===== src/rtl/alu_seq.sv =====
// Registered ALU with status flags, a multi-cycle restoring divider and
// valid/ready handshakes on both the operand and the result side.
module alu_seq #(
    parameter int unsigned WIDTH = 8
) (
    input  logic             clk,
    input  logic             rst,
    input  logic             in_valid,
    output logic             in_ready,
    input  logic [WIDTH-1:0] a,
    input  logic [WIDTH-1:0] b,
    input  logic [3:0]       sel,
    output logic             out_valid,
    input  logic             out_ready,
    output logic [WIDTH-1:0] alu_out,
    output logic [WIDTH-1:0] rem_out,
    output logic             flag_zero,
    output logic             flag_carry,
    output logic             flag_ovf,
    output logic             flag_dz,
    output logic             flag_ill
);

    localparam int unsigned CW = $clog2(WIDTH + 1);
    localparam int unsigned PW = 2 * WIDTH;

    localparam logic [3:0] OP_ZERO = 4'b0000;
    localparam logic [3:0] OP_ADD  = 4'b0001;
    localparam logic [3:0] OP_SUB  = 4'b0010;
    localparam logic [3:0] OP_MUL  = 4'b0011;
    localparam logic [3:0] OP_DIV  = 4'b0100;
    localparam logic [3:0] OP_SHL  = 4'b0101;
    localparam logic [3:0] OP_SHR  = 4'b0110;
    localparam logic [3:0] OP_AND  = 4'b0111;
    localparam logic [3:0] OP_OR   = 4'b1000;
    localparam logic [3:0] OP_XOR  = 4'b1001;
    localparam logic [3:0] OP_NOR  = 4'b1010;
    localparam logic [3:0] OP_XNOR = 4'b1011;
    localparam logic [3:0] OP_NAND = 4'b1100;
    localparam logic [3:0] OP_NOTB = 4'b1101;
    localparam logic [3:0] OP_NOTA = 4'b1110;

    typedef enum logic {
        S_IDLE = 1'b0,
        S_DIV  = 1'b1
    } state_t;

    state_t           state;
    state_t           state_nxt;

    logic             accept;
    logic             div_go;
    logic             div_done;

    logic [WIDTH-1:0] div_q;
    logic [WIDTH-1:0] div_r;
    logic [WIDTH-1:0] div_d;
    logic [CW-1:0]    cnt;

    logic [WIDTH:0]   r_shift;
    logic [WIDTH:0]   r_diff;
    logic [WIDTH-1:0] q_step;
    logic [WIDTH-1:0] r_step;

    logic [WIDTH:0]   sum_w;
    logic [WIDTH:0]   dif_w;
    logic [PW-1:0]    prod_w;

    logic             load_out;
    logic [WIDTH-1:0] res_nxt;
    logic [WIDTH-1:0] rem_nxt;
    logic             carry_nxt;
    logic             ovf_nxt;
    logic             dz_nxt;
    logic             ill_nxt;

    // Handshake: accept only when idle and the result slot is free or draining
    assign in_ready = (state == S_IDLE) && (!out_valid || out_ready);
    assign accept   = in_valid && in_ready;
    assign div_go   = accept && (sel == OP_DIV) && (b != '0);
    assign div_done = (state == S_DIV) && (cnt == CW'(1));

    // State register
    always_ff @(posedge clk or posedge rst) begin
        if (rst) begin
            state <= S_IDLE;
        end else begin
            state <= state_nxt;
        end
    end

    // Next-state logic
    always_comb begin
        state_nxt = state;
        unique case (state)
            S_IDLE: if (div_go)   state_nxt = S_DIV;
            S_DIV:  if (div_done) state_nxt = S_IDLE;
            default:              state_nxt = S_IDLE;
        endcase
    end

    // One restoring divide step: shift in the next dividend bit, try subtracting
    always_comb begin
        r_shift = {div_r, div_q[WIDTH-1]};
        r_diff  = r_shift - {1'b0, div_d};
        if (!r_diff[WIDTH]) begin
            r_step = r_diff[WIDTH-1:0];
            q_step = {div_q[WIDTH-2:0], 1'b1};
        end else begin
            r_step = r_shift[WIDTH-1:0];
            q_step = {div_q[WIDTH-2:0], 1'b0};
        end
    end

    // Arithmetic operands widened for carry/borrow and the full product
    always_comb begin
        sum_w  = {1'b0, a} + {1'b0, b};
        dif_w  = {1'b0, a} - {1'b0, b};
        prod_w = PW'(a) * PW'(b);
    end

    // Output logic: what (if anything) loads into the result registers
    always_comb begin
        load_out  = 1'b0;
        res_nxt   = '0;
        rem_nxt   = '0;
        carry_nxt = 1'b0;
        ovf_nxt   = 1'b0;
        dz_nxt    = 1'b0;
        ill_nxt   = 1'b0;
        if (div_done) begin
            load_out = 1'b1;
            res_nxt  = q_step;
            rem_nxt  = r_step;
        end else if (accept && !div_go) begin
            load_out = 1'b1;
            unique case (sel)
                OP_ZERO: res_nxt = '0;
                OP_ADD: begin
                    res_nxt   = sum_w[WIDTH-1:0];
                    carry_nxt = sum_w[WIDTH];
                    ovf_nxt   = (a[WIDTH-1] == b[WIDTH-1]) && (sum_w[WIDTH-1] != a[WIDTH-1]);
                end
                OP_SUB: begin
                    res_nxt   = dif_w[WIDTH-1:0];
                    carry_nxt = dif_w[WIDTH];
                    ovf_nxt   = (a[WIDTH-1] != b[WIDTH-1]) && (dif_w[WIDTH-1] != a[WIDTH-1]);
                end
                OP_MUL: begin
                    res_nxt   = prod_w[WIDTH-1:0];
                    carry_nxt = |prod_w[PW-1:WIDTH];
                end
                // Only the divide-by-zero case reaches here; real divides go to DIV
                OP_DIV: begin
                    res_nxt = '1;
                    rem_nxt = a;
                    dz_nxt  = 1'b1;
                end
                OP_SHL: begin
                    res_nxt   = {a[WIDTH-2:0], 1'b0};
                    carry_nxt = a[WIDTH-1];
                end
                OP_SHR: begin
                    res_nxt   = {1'b0, b[WIDTH-1:1]};
                    carry_nxt = b[0];
                end
                OP_AND:  res_nxt = a & b;
                OP_OR:   res_nxt = a | b;
                OP_XOR:  res_nxt = a ^ b;
                OP_NOR:  res_nxt = ~(a | b);
                OP_XNOR: res_nxt = ~(a ^ b);
                OP_NAND: res_nxt = ~(a & b);
                OP_NOTB: res_nxt = ~b;
                OP_NOTA: res_nxt = ~a;
                default: ill_nxt = 1'b1;
            endcase
        end
    end

    // Divider working registers
    always_ff @(posedge clk or posedge rst) begin
        if (rst) begin
            div_q <= '0;
            div_r <= '0;
            div_d <= '0;
            cnt   <= '0;
        end else if (div_go) begin
            div_q <= a;
            div_r <= '0;
            div_d <= b;
            cnt   <= CW'(WIDTH);
        end else if (state == S_DIV) begin
            div_q <= q_step;
            div_r <= r_step;
            cnt   <= cnt - CW'(1);
        end
    end

    // Result registers: load a new result, otherwise hold until consumed
    always_ff @(posedge clk or posedge rst) begin
        if (rst) begin
            out_valid  <= 1'b0;
            alu_out    <= '0;
            rem_out    <= '0;
            flag_zero  <= 1'b0;
            flag_carry <= 1'b0;
            flag_ovf   <= 1'b0;
            flag_dz    <= 1'b0;
            flag_ill   <= 1'b0;
        end else if (load_out) begin
            out_valid  <= 1'b1;
            alu_out    <= res_nxt;
            rem_out    <= rem_nxt;
            flag_zero  <= (res_nxt == '0);
            flag_carry <= carry_nxt;
            flag_ovf   <= ovf_nxt;
            flag_dz    <= dz_nxt;
            flag_ill   <= ill_nxt;
        end else if (out_valid && out_ready) begin
            out_valid <= 1'b0;
        end
    end

endmodule


===== config.mk =====
export PLATFORM = sky130hd
export DESIGN_NAME = alu_seq
export DESIGN_NICKNAME = d
export VERILOG_FILES = /design/src/rtl/alu_seq.sv
export SDC_FILE = /design/constraint.sdc
export NUM_CORES = 1
export LEC_CHECK = 0
export ABC_AREA = 1
export BUFFER_PORTS_ARGS = -buffer_cell sky130_fd_sc_hd__buf_2
export CORE_UTILIZATION = 26
export CTS_BUF_LIST = sky130_fd_sc_hd__clkbuf_4 sky130_fd_sc_hd__clkbuf_8
export CTS_CLUSTER_DIAMETER = 60
export CTS_CLUSTER_SIZE = 14
export DETAILED_ROUTE_END_ITERATION = 7
export GPL_TIMING_DRIVEN = 0
export HOLD_SLACK_MARGIN = 0.05
export PLACE_DENSITY = 0.52
export SYNTH_ARGS = -nofsm -noshare
export SYNTH_HDL_FRONTEND = slang
export SYNTH_SLANG_ARGS = --single-unit

===== constraint.sdc =====
create_clock -name clk -period 3.1 [get_ports clk]
set_input_delay 0.465 -clock clk [delete_from_list [all_inputs] [get_ports clk]]
set_output_delay 0.465 -clock clk [all_outputs]
set_load 0.005 [all_outputs]

==> run summary, run 1 <==
Status = finished, violations left
Failing checks = negative setup slack
Critical Path Start Type = input port
Vias per cell = 4.67
Actual slew at the worst max-slew pin = 0.718 ns
Largest net degree at the start of global routing = 41
Final setup fails = 6
Clock Skew = 0.00624 ns
Total power = 5.16 mW
RSZ-0062 raised after global routing = true
Maximum root-to-sink buffer count = 2
Final instance area = 8160 µm²
# rows = 57
Reg power frac = 22.0%
NetSw = 2.47 mW
Leakage = 4.40 nW
Internal power = 2.69 mW
Commonest non-fill, non-tap cells in the layout = nand2_1 (287), inv_1 (168), nor2_1 (82), nand3_1 (68), ha_1 (56)
Post-synth ARST share = 100%
Post-synth top area share = 19.4%
Cell repeated most along the worst path = nand2_1
CTS clk-pin slew, worst paths = 0.10 ns
Crit path max-delay cell type = fa_1
# port buffers = 46
Tcrit/Tclk final = 133%
Slew Viols, Final = 0
CP peak stage delay = 0.56 ns
H-Tree Level Count = 2
Total track usage = 16.8%
IO Pins = 47
EDFF count, synth = 0
CTS tree = built
Initial DRT Pass Iterations = 5
Switching part of the total = 47.8%
Post-CTS Hold Fix Bufs = 0
Worst Path Max Fanout = 5
Mapped Cells = 995
CP Capture Type = flop
Yosys top cell by area = dfrtp_1
Die span in x = 161 µm
Die ar. = 26000 µm²
Syn Area/Cell = 6.62 µm²
Final hold vios = 0
Routed WL per cell = 15.3 µm
Setup tns final = -3.90 ns
Inst Count DP = 1366
Initial core utilization = 26.8%
CP required = 3.32 ns
Fmax = 242 MHz
Worst slack, placed = -1.62 ns
Hold WC Path Type = in2async
Clock power share = 11.0%
CP top delay family = adder cells
Commonest non-fill, non-tap cell in the layout = nand2_1
Final wirelength = 21400 µm
Logic gate share of total power = 67.0%
Dominant synthesized flop cell = dfrtp_1
Die H = 161 µm
Period minus WS final = 4.14 ns
Area Overhead vs Synth = 23.9%
WP buf/inv = 5
Num CTS Buffers = 5
Vias in the first global route = 6184
Clock latency on the worst-skew pair = 0.32 ns
Initial DRC Count = 450
Routed Antenna Nets = 0
Post-DP Area = 7500 µm²
Core area = 24600 µm²
Post-Syn Area = 6580 µm²
Worst slew margin = 52.0%
Syn nets = 1128
DP Wirelength = 17200 µm
Synth top area cells = dfrtp_1 (19%), nand2_1 (18%), ha_1 (13%)
Layout cells sized above 1 = 17.2%
Yosys warnings = 0
CTS sink cnt = 51
Worst Path Arrival = 4.35 ns
First-pass GRT wire length = 34000 µm
Global placer's final weighted congestion = 0.921
Maxcap violations = 0
Register area share after synthesis = 19.4%
Clk root buf = clkbuf_8
Number of synthesized register bits = 51
Remaining DRCs = 0
GR Overflow Total = 0
Initial antenna violation count = 1
Non-filler cells, final = 1400
PwrDens = 633 nW/µm²
Setup WS post-layout = -1.04 ns
Peak supply drop = 0.309 mV
Detailed-route via count = 6544
Crit path kind = in2reg
Layout net count = 1207
Library cells used by synthesis = 35
## registers in the layout (all words and copies together), names as in the netlist
register	flops
flag_ill	1
out_valid	1
div_d	8
flag_dz	1
alu_out	8
flag_carry	1
state	1
flag_ovf	1
flag_zero	1
cnt	4
rem_out	8
div_r	8
div_q	8
## layer usage
layer | global-route usage (%) | share of wire [%] | wire [µm]
met5 | 0 | 0 | 0
met2 | 24.9 | 43 | 9280
met1 | 25.3 | 50 | 10700
met4 | 4.50 | 1.8 | 384
met3 | 2.13 | 4.8 | 1020
## cells by family after synthesis
group	share of synthesized area, %
AOI/OAI and AO/OA	9.54
xor gates and xnor gates	1.86
adders and majority gates	25.2
buffers and inverters	12.8
DFF	19.4
muxes	0.152
and+or+nand+nor	31.1
## Yosys cell counts, drive strengths merged, types with 2 or more instances
| master | n |
|---|---|
| inv | 186 |
| fa | 39 |
| a31oi | 4 |
| xor2 | 4 |
| nand3 | 72 |
| o21ai | 57 |
| nand4 | 11 |
| ha | 70 |
| a21o | 2 |
| xnor2 | 10 |
| o221ai | 13 |
| dfrtp | 51 |
| or2 | 2 |
| nor3 | 5 |
| buf | 15 |
| clkbuf | 15 |
| nor2 | 92 |
| o22ai | 4 |
| nand2 | 308 |
| o21bai | 3 |
| a21oi | 20 |
| nand3b | 4 |
| a22o | 2 |
## path summary, 6_finish.rpt
| check | startpoint | endpoint | slack (ns) | cells after the start |
|---|---|---|---|---|
| setup / recovery | a[5] | flag_carry | -1.04 | 25 |
| hold / removal | rst | out_valid | 0.07 | 2 |
| setup reg to reg | div_q[7] | rem_out[6] | 0.44 | 13 |
| hold reg to reg | alu_out[6] | alu_out[6] | 0.48 | 2 |
| max in group asynchronous | rst | div_d[1] | 2.52 | 3 |
| min in group clk | out_ready | out_valid | 0.32 | 2 |
## what timing repair did
item | 4_1_cts | 5_1_grt
setup buffers | 6 | 19
endpoints found under the setup margin | 6 | 7
gates cloned | 0 | 0
pin swaps | 8 | 25
gates resized for setup | 23 | 72
hold endpoints to repair | 0 | 0
## area by class of cell
class / count / area (µm²)
antenna: 1 / 2.50
buffer: 30 / 328
clock buffer: 6 / 76.3
clock inverter: 2 / 60.1
fill: 2725 / 16400
inverter: 187 / 704
multi-input combinational: 727 / 4780
sequential: 51 / 1280
tap: 324 / 405
timing repair buffer: 72 / 520
## stage by stage
stage / util (%) / hold slack, ns
3_3_place_gp: 30.4 / 0.453
2_1_floorplan: - / 0.459
3_5_place_dp: 30.5 / 0.423
5_1_grt: 33.2 / 0.0815
6_report: 33.2 / 0.0704
4_1_cts: 31.6 / 0.0655
## power by group through the flow
stage | clock [mW] | combinational [mW] | sequential, mW
floorplan | 0 | 2.41 | 1.12
global placement | 0 | 3.23 | 1.14
detailed placement | 0 | 3.25 | 1.15
CTS | 0.587 | 3.37 | 1.13
finish | 0.569 | 3.46 | 1.13
global route | 0.608 | 3.94 | 1.17
## worst reg2reg max path, stage by stage, from the launching register on
cell	delay, ns
dfrtp_1	0.39
inv_1	0.08
ha_1	0.14
inv_1	0.05
fa_1	0.39
nand3_1	0.08
nand3_1	0.12
nand4_1	0.12
nand3b_1	0.10
nand2_1	0.22
inv_1	0.08
buf_2	0.18
o21ai_0	0.39
o221ai_1	0.17
No activity file was read; power rests on OpenSTA's default activity.
==> inputs of run 2 (changes only) <==
Settings changed: ABC_AREA 1 to default, CELL_PAD_IN_SITES_DETAIL_PLACEMENT from default to 1, CELL_PAD_IN_SITES_GLOBAL_PLACEMENT from default to 1, PLACE_DENSITY 0.52 to 0.61.
==> run summary, run 2 <==
Initial antenna violation count = 0 (was 1)
Layout net count = 1034 (was 1207)
Routed met3 length = 1320 µm (was 1020 µm)
Final setup fails = 7 (was 6)
Mapped Cells = 793 (was 995)
Slew Viols, Final = 0 (unchanged)
Tcrit/Tclk final = 139% (was 133%)
CP Depth = 20 (was 25)
Antenna Diode Count = 0 (was 1)
H-Tree Level Count = 2 (unchanged)
PwrDens = 670 nW/µm² (was 633 nW/µm²)
Vias per cell = 5.22 (was 4.67)
Post-synth ARST share = 100% (unchanged)
Crit path max-delay cell type = fa_1 (unchanged)
Clock latency on the worst-skew pair = 0.32 ns (about the same)
Clock Skew = 0.0118 ns (was 0.00624 ns)
Internal power = 3.11 mW (was 2.69 mW)
Yosys warnings = 0 (unchanged)
Peak supply drop = 0.385 mV (was 0.309 mV)
Largest net degree at the start of global routing = 35 (was 41)
Worst slack, placed = -1.86 ns (was -1.62 ns)
Clk root buf = clkbuf_8 (unchanged)
Crit path kind = in2reg (unchanged)
Clock power share = 8.9% (was 11.0%)
Status = finished, violations left (unchanged)
Vias in the first global route = 6835 (was 6184)
Reg power frac = 19.7% (was 22.0%)
Logic gate share of total power = 71.4% (was 67.0%)
# rows = 57 (unchanged)
Initial core utilization = 26.7% (was 26.8%)
Yosys top cell by area = dfrtp_1 (unchanged)
Post-synth top area share = 19.5% (was 19.4%)
Synth top area cells = dfrtp_1 (20%), ha_1 (13%), fa_1 (12%) (was dfrtp_1 (19%), nand2_1 (18%), ha_1 (13%))
Number of synthesized register bits = 51 (unchanged)
WP buf/inv = 6 (was 5)
Register area share after synthesis = 19.5% (was 19.4%)
Dominant synthesized flop cell = dfrtp_1 (unchanged)
CP Capture Type = flop (unchanged)
R2R Setup Slk = 0.21 ns (was 0.44 ns)
IO Pins = 47 (unchanged)
# port buffers = 45 (was 46)
Initial DRT Pass Iterations = 5 (unchanged)
Worst slew margin = 23.4% (was 52.0%)
Actual slew at the worst max-slew pin = 1.14 ns (was 0.718 ns)
Syn nets = 926 (was 1128)
Setup WS post-layout = -1.22 ns (was -1.04 ns)
CP required = 3.30 ns (was 3.32 ns)
CTS sink cnt = 51 (unchanged)
Detailed-route via count = 6403 (was 6544)
R2R cell count = 13 (unchanged)
Num CTS Buffers = 5 (unchanged)
Critical R2R Launch = div_q[7] (unchanged)
Die span in x = 160 µm (was 161 µm)
Initial DRC Count = 389 (was 450)
Cell chain of the critical path = buf_4 -> buf_8 -> buf_4 -> nand2_1 -> fa_1 -> inv_2 -> fa_1 -> inv_1 -> fa_1 -> fa_1 -> inv_2 -> ha_4 -> nand3_4 -> o2111ai_4 -> o2111ai_2 -> a21oi_2 -> a41oi_2 -> o211a_1 -> a311oi_2 -> a32oi_1
Routed Antenna Nets = 0 (unchanged)
CTS tree = built (unchanged)
Global placer's final weighted congestion = 0.932 (was 0.921)
Die ar. = 25800 µm² (was 26000 µm²)
DP Wirelength = 18900 µm (was 17200 µm)
Failing checks = negative setup slack (unchanged)
RR Endpoint = flag_zero (was rem_out[6])
Commonest non-fill, non-tap cells in the layout = nand2_1 (82), inv_1 (74), ha_1 (53), dfrtp_1 (51), buf_4 (47) (was nand2_1 (287), inv_1 (168), nor2_1 (82), nand3_1 (68), ha_1 (56))
Final hold vios = 0 (unchanged)
Die H = 160 µm (was 161 µm)
EDFF count, synth = 0 (unchanged)
Routed WL per cell = 21.0 µm (was 15.3 µm)
Fmax = 232 MHz (was 242 MHz)
Worst Path Max Fanout = 5 (unchanged)
Post-Syn Area = 6530 µm² (was 6580 µm²)
Hold WC Path Type = in2async (unchanged)
Maximum root-to-sink buffer count = 2 (unchanged)
WL met2 = 11700 µm (was 9280 µm)
CTS clk-pin slew, worst paths = 0.11 ns (was 0.10 ns)
Cell repeated most along the worst path = fa_1 (was nand2_1)
Most frequent cell after synthesis = inv_1 (was nand2_1)
CP peak stage delay = 0.53 ns (was 0.56 ns)
CP top delay family = adder cells (unchanged)
GR Overflow Total = 0 (unchanged)
Remaining DRCs = 0 (unchanged)
Layout cells sized above 1 = 28.2% (was 17.2%)
Switching part of the total = 46.6% (was 47.8%)
Leakage = 3.92 nW (was 4.40 nW)
Final instance area = 8690 µm² (was 8160 µm²)
Maxcap violations = 0 (unchanged)
Post-DP Area = 7470 µm² (was 7500 µm²)
RSZ-0062 raised after global routing = true (unchanged)
Period minus WS final = 4.32 ns (was 4.14 ns)
Final wirelength = 25700 µm (was 21400 µm)
Total track usage = 20.4% (was 16.8%)
Post-Route Utilization = 35.5% (was 33.2%)
Commonest non-fill, non-tap cell in the layout = nand2_1 (unchanged)
Critical Path Start Type = input port (unchanged)
Worst Path Arrival = 4.52 ns (was 4.35 ns)
Area Overhead vs Synth = 33.0% (was 23.9%)
First-pass GRT wire length = 40600 µm (was 34000 µm)
Met1 Wirelength = 12200 µm (was 10700 µm)
NetSw = 2.71 mW (was 2.47 mW)
Top post-synthesis cells by count = inv_1 (101), nand2_1 (95), ha_1 (70) (was nand2_1 (307), inv_1 (181), nor2_1 (87))
Syn Area/Cell = 8.24 µm² (was 6.62 µm²)
Library cells used by synthesis = 73 (was 35)
Core area = 24500 µm² (was 24600 µm²)
Top routing layer in use = met4 (unchanged)
-- run 2: cell count changes after synthesis, moves of 13 or more --
cell	previous run	this run
nor2_1	87	50
mux2i_1	1	21
inv_1	181	101
nand2b_1	0	18
clkbuf_1	15	28
o21ai_0	55	37
nand3_1	72	13
nand2_1	307	95
a22oi_1	0	19
-- run 2: worst max path at each step --
| stage | startpoint | end | slack [ns] |
|---|---|---|---|
| finish | b[4] | flag_carry | -1.22 |
| global route | b[4] | flag_carry | -1.38 |
| CTS | a[3] | flag_carry | -1.22 |
| detailed placement | a[0] | flag_carry | -1.86 |
| global placement | b[0] | flag_carry | -1.86 |
| floorplan | a[3] | flag_carry | -1.13 |
-- run 2: cell type report --
type | instances | area (µm²)
Buffer | 43 | 362
Clock buffer | 6 | 82.6
Clock inverter | 2 | 38.8
Fill cell | 2853 | 15800
Inverter | 104 | 453
Multi-Input combinational cell | 594 | 5250
Sequential cell | 51 | 1280
Tap cell | 324 | 405
Timing Repair Buffer | 102 | 823
-- run 2: repair_timing --
item                                    in CTS  in global routing
gates resized for setup                    118                 35
pin swaps                                   62                 42
buffers inserted                            48                  9
hold buffers                                 0                  0
endpoints found under the setup margin      18                 17
-- run 2: cell families after synthesis --
| logic type | synth area share (%) |
|---|---|
| AOI/OAI and AO/OA | 21.6 |
| xor gates and xnor gates | 2.82 |
| adders and majority gates | 25.4 |
| buffers and inverters | 8.85 |
| DFF | 19.5 |
| muxes | 4.08 |
| and+or+nand+nor | 17.8 |
-- run 2: per-stage QoR --
stage	total power, mW	TNS (ns)	cells	hold slack [ns]
after floorplan	3.61	-3.72	793	0.454
after global placement	4.51	-11.31	1162	0.461
after detailed placement	4.58	-11.30	1163	0.461
after CTS	5.56	-4.96	1218	0.128
after global routing	6.34	-5.83	1226	0.141
final	5.82	-5.16	1226	0.128
-- run 2: per-layer routing --
| metal | vias up | track usage [%] |
|---|---|---|
| met5 | - | 0 |
| met4 | 0 | 5.24 |
| met3 | 37 | 2.71 |
| met2 | 203 | 32.0 |
| met1 | 3182 | 29.2 |
| li1 | 2981 | - |
-- run 2: power groups by stage --
stage	Sequential, mW	Clock (mW)	Combinational (mW)
after global placement	1.14	0	3.37
after global routing	1.19	0.557	4.60
final	1.15	0.520	4.15
after detailed placement	1.16	0	3.43
after CTS	1.15	0.534	3.88
after floorplan	1.12	0	2.49
==> inputs of run 3 (changes only) <==
Settings changed: SKIP_LAST_GASP from default to 1.
==> run summary, run 3 (synthesis gave the netlist of run 2 again) <==
DP Wirelength = 18900 µm (unchanged)
Peak supply drop = 0.384 mV (was 0.385 mV)
Initial antenna violation count = 0 (unchanged)
Leakage = 3.93 nW (was 3.92 nW)
H-Tree Level Count = 2 (unchanged)
IO Pins = 47 (unchanged)
Core area = 24500 µm² (unchanged)
Vias per cell = 5.25 (was 5.22)
Post-DP Area = 7470 µm² (unchanged)
Crit path kind = in2reg (unchanged)
Die ar. = 25800 µm² (unchanged)
Clock Skew = 0.0118 ns (about the same)
Area Overhead vs Synth = 32.9% (was 33.0%)
Layout cells sized above 1 = 27.9% (was 28.2%)
Fmax = 231 MHz (was 232 MHz)
Critical Path Start Type = input port (unchanged)
First-pass GRT wire length = 40600 µm (unchanged)
Tcrit/Tclk final = 139% (about the same)
CTS tree = built (unchanged)
Maxcap violations = 0 (unchanged)
Non-filler cells, final = 1226 (unchanged)
Layout net count = 1034 (unchanged)
R2R Setup Slk = 0.21 ns (about the same)
CTS sink cnt = 51 (unchanged)
Inst Count DP = 1163 (unchanged)
Post-Route Utilization = 35.5% (about the same)
Post-CTS Hold Fix Bufs = 0 (unchanged)
Antenna Diode Count = 0 (unchanged)
Initial DRC Count = 449 (was 389)
Final setup fails = 7 (unchanged)
Slew Viols, Final = 0 (unchanged)
Clk root buf = clkbuf_8 (unchanged)
Die H = 160 µm (unchanged)
Largest net degree at the start of global routing = 35 (unchanged)
Remaining DRCs = 0 (unchanged)
Worst slack, placed = -1.86 ns (unchanged)
Hold WC Path Type = in2async (unchanged)
Period minus WS final = 4.32 ns (about the same)
Worst Path Max Fanout = 4 (was 5)
PwrDens = 670 nW/µm² (about the same)
CTS clk-pin slew, worst paths = 0.11 ns (about the same)
Num CTS Buffers = 5 (unchanged)
Status = finished, violations left (unchanged)
Detailed-route via count = 6436 (was 6403)
Setup tns final = -5.15 ns (was -5.16 ns)
Total power = 5.81 mW (was 5.82 mW)
Commonest non-fill, non-tap cell in the layout = nand2_1 (unchanged)
Clock latency on the worst-skew pair = 0.32 ns (about the same)
Global placer's final weighted congestion = 0.932 (unchanged)
Setup WS post-layout = -1.22 ns (about the same)
Total track usage = 20.4% (unchanged)
# rows = 57 (unchanged)
Maximum root-to-sink buffer count = 2 (unchanged)
Actual slew at the worst max-slew pin = 1.20 ns (was 1.14 ns)
Routed Antenna Nets = 0 (unchanged)
# port buffers = 45 (unchanged)
GR Overflow Total = 0 (unchanged)
Final instance area = 8680 µm² (was 8690 µm²)
Failing checks = negative setup slack (unchanged)
Initial DRT Pass Iterations = 5 (unchanged)
CP required = 3.30 ns (about the same)
Final wirelength = 25700 µm (about the same)
Worst slew margin = 19.4% (was 23.4%)
RSZ-0062 raised after global routing = true (unchanged)
CP Capture Type = flop (unchanged)
Final hold vios = 0 (unchanged)
Initial core utilization = 26.7% (unchanged)
Die span in x = 160 µm (unchanged)
Commonest non-fill, non-tap cells in the layout = nand2_1 (83), inv_1 (75), ha_1 (53), dfrtp_1 (51), buf_4 (47) (was nand2_1 (82), inv_1 (74), ha_1 (53), dfrtp_1 (51), buf_4 (47))
Routed WL per cell = 21.0 µm (about the same)
Vias in the first global route = 6835 (unchanged)
Hold_ws = 0.128 ns (about the same)
Worst Path Arrival = 4.52 ns (about the same)
-- run 3: cell count changes in the layout (fill, tap and decap cells not counted) --
cell,before,now
inv_1,74,75
nand2_1,82,83
inv_2,17,16
inv_4,3,4
nand2_2,9,8
clkinv_4,2,1
-- run 3: final cells by class --
| type | count | area (µm²) |
|---|---|---|
| buffer | 43 | 362 |
| clock buffer | 6 | 82.6 |
| clock inverter | 2 | 38.8 |
| fill | 2854 | 15800 |
| inverter | 104 | 450 |
| multi-input combinational | 594 | 5240 |
| sequential | 51 | 1280 |
| tap | 324 | 405 |
| timing repair buffer | 102 | 823 |
-- run 3: power by group --
part	total, mW	internal, mW	switching [mW]
Combinational	4.15	1.89	2.26
Clock	0.520	0.266	0.254
Sequential	1.15	0.956	0.190
-- run 3: path summary, 6_finish.rpt --
check	startpoint	endpoint	cells after the start
max	b[3]	flag_carry	21
min	rst	state	2
max reg2reg	div_q[7]	flag_zero	13
min reg2reg	alu_out[1]	alu_out[1]	2
max in group asynchronous	rst	cnt[2]	3
min in group clk	a[0]	rem_out[0]	3
-- run 3: critical path: stages --
cell and delay, ns:
buf_6 0.09, clkbuf_16 0.15, buf_8 0.11, nand2_4 0.04
fa_2 0.38, inv_2 0.07, fa_1 0.42, inv_2 0.07
fa_1 0.42, fa_1 0.49, inv_1 0.06, ha_4 0.27
nand3_4 0.09, o2111ai_4 0.17, buf_4 0.18, buf_6 0.10
or3_1 0.33, o21a_1 0.16, a221oi_2 0.17, and3_1 0.18
a32oi_1 0.10
-- run 3: timing repair --
item	in CTS	in global routing
gates resized for setup	117	34
endpoints found under the setup margin	18	17
buffers inserted	48	9
pin swaps	62	42
-- run 3: routing by layer --
layer / up-vias / GRT usage [%] / wire length (µm) / share of wire (%)
met1: 3216 / 29.2 / 12200 / 47
met2: 201 / 32.0 / 11700 / 45
met3: 40 / 2.71 / 1230 / 4.8
met4: 0 / 5.24 / 612 / 2.4
li1: 2979 / - / - / -
met5: - / 0 / 0 / 0
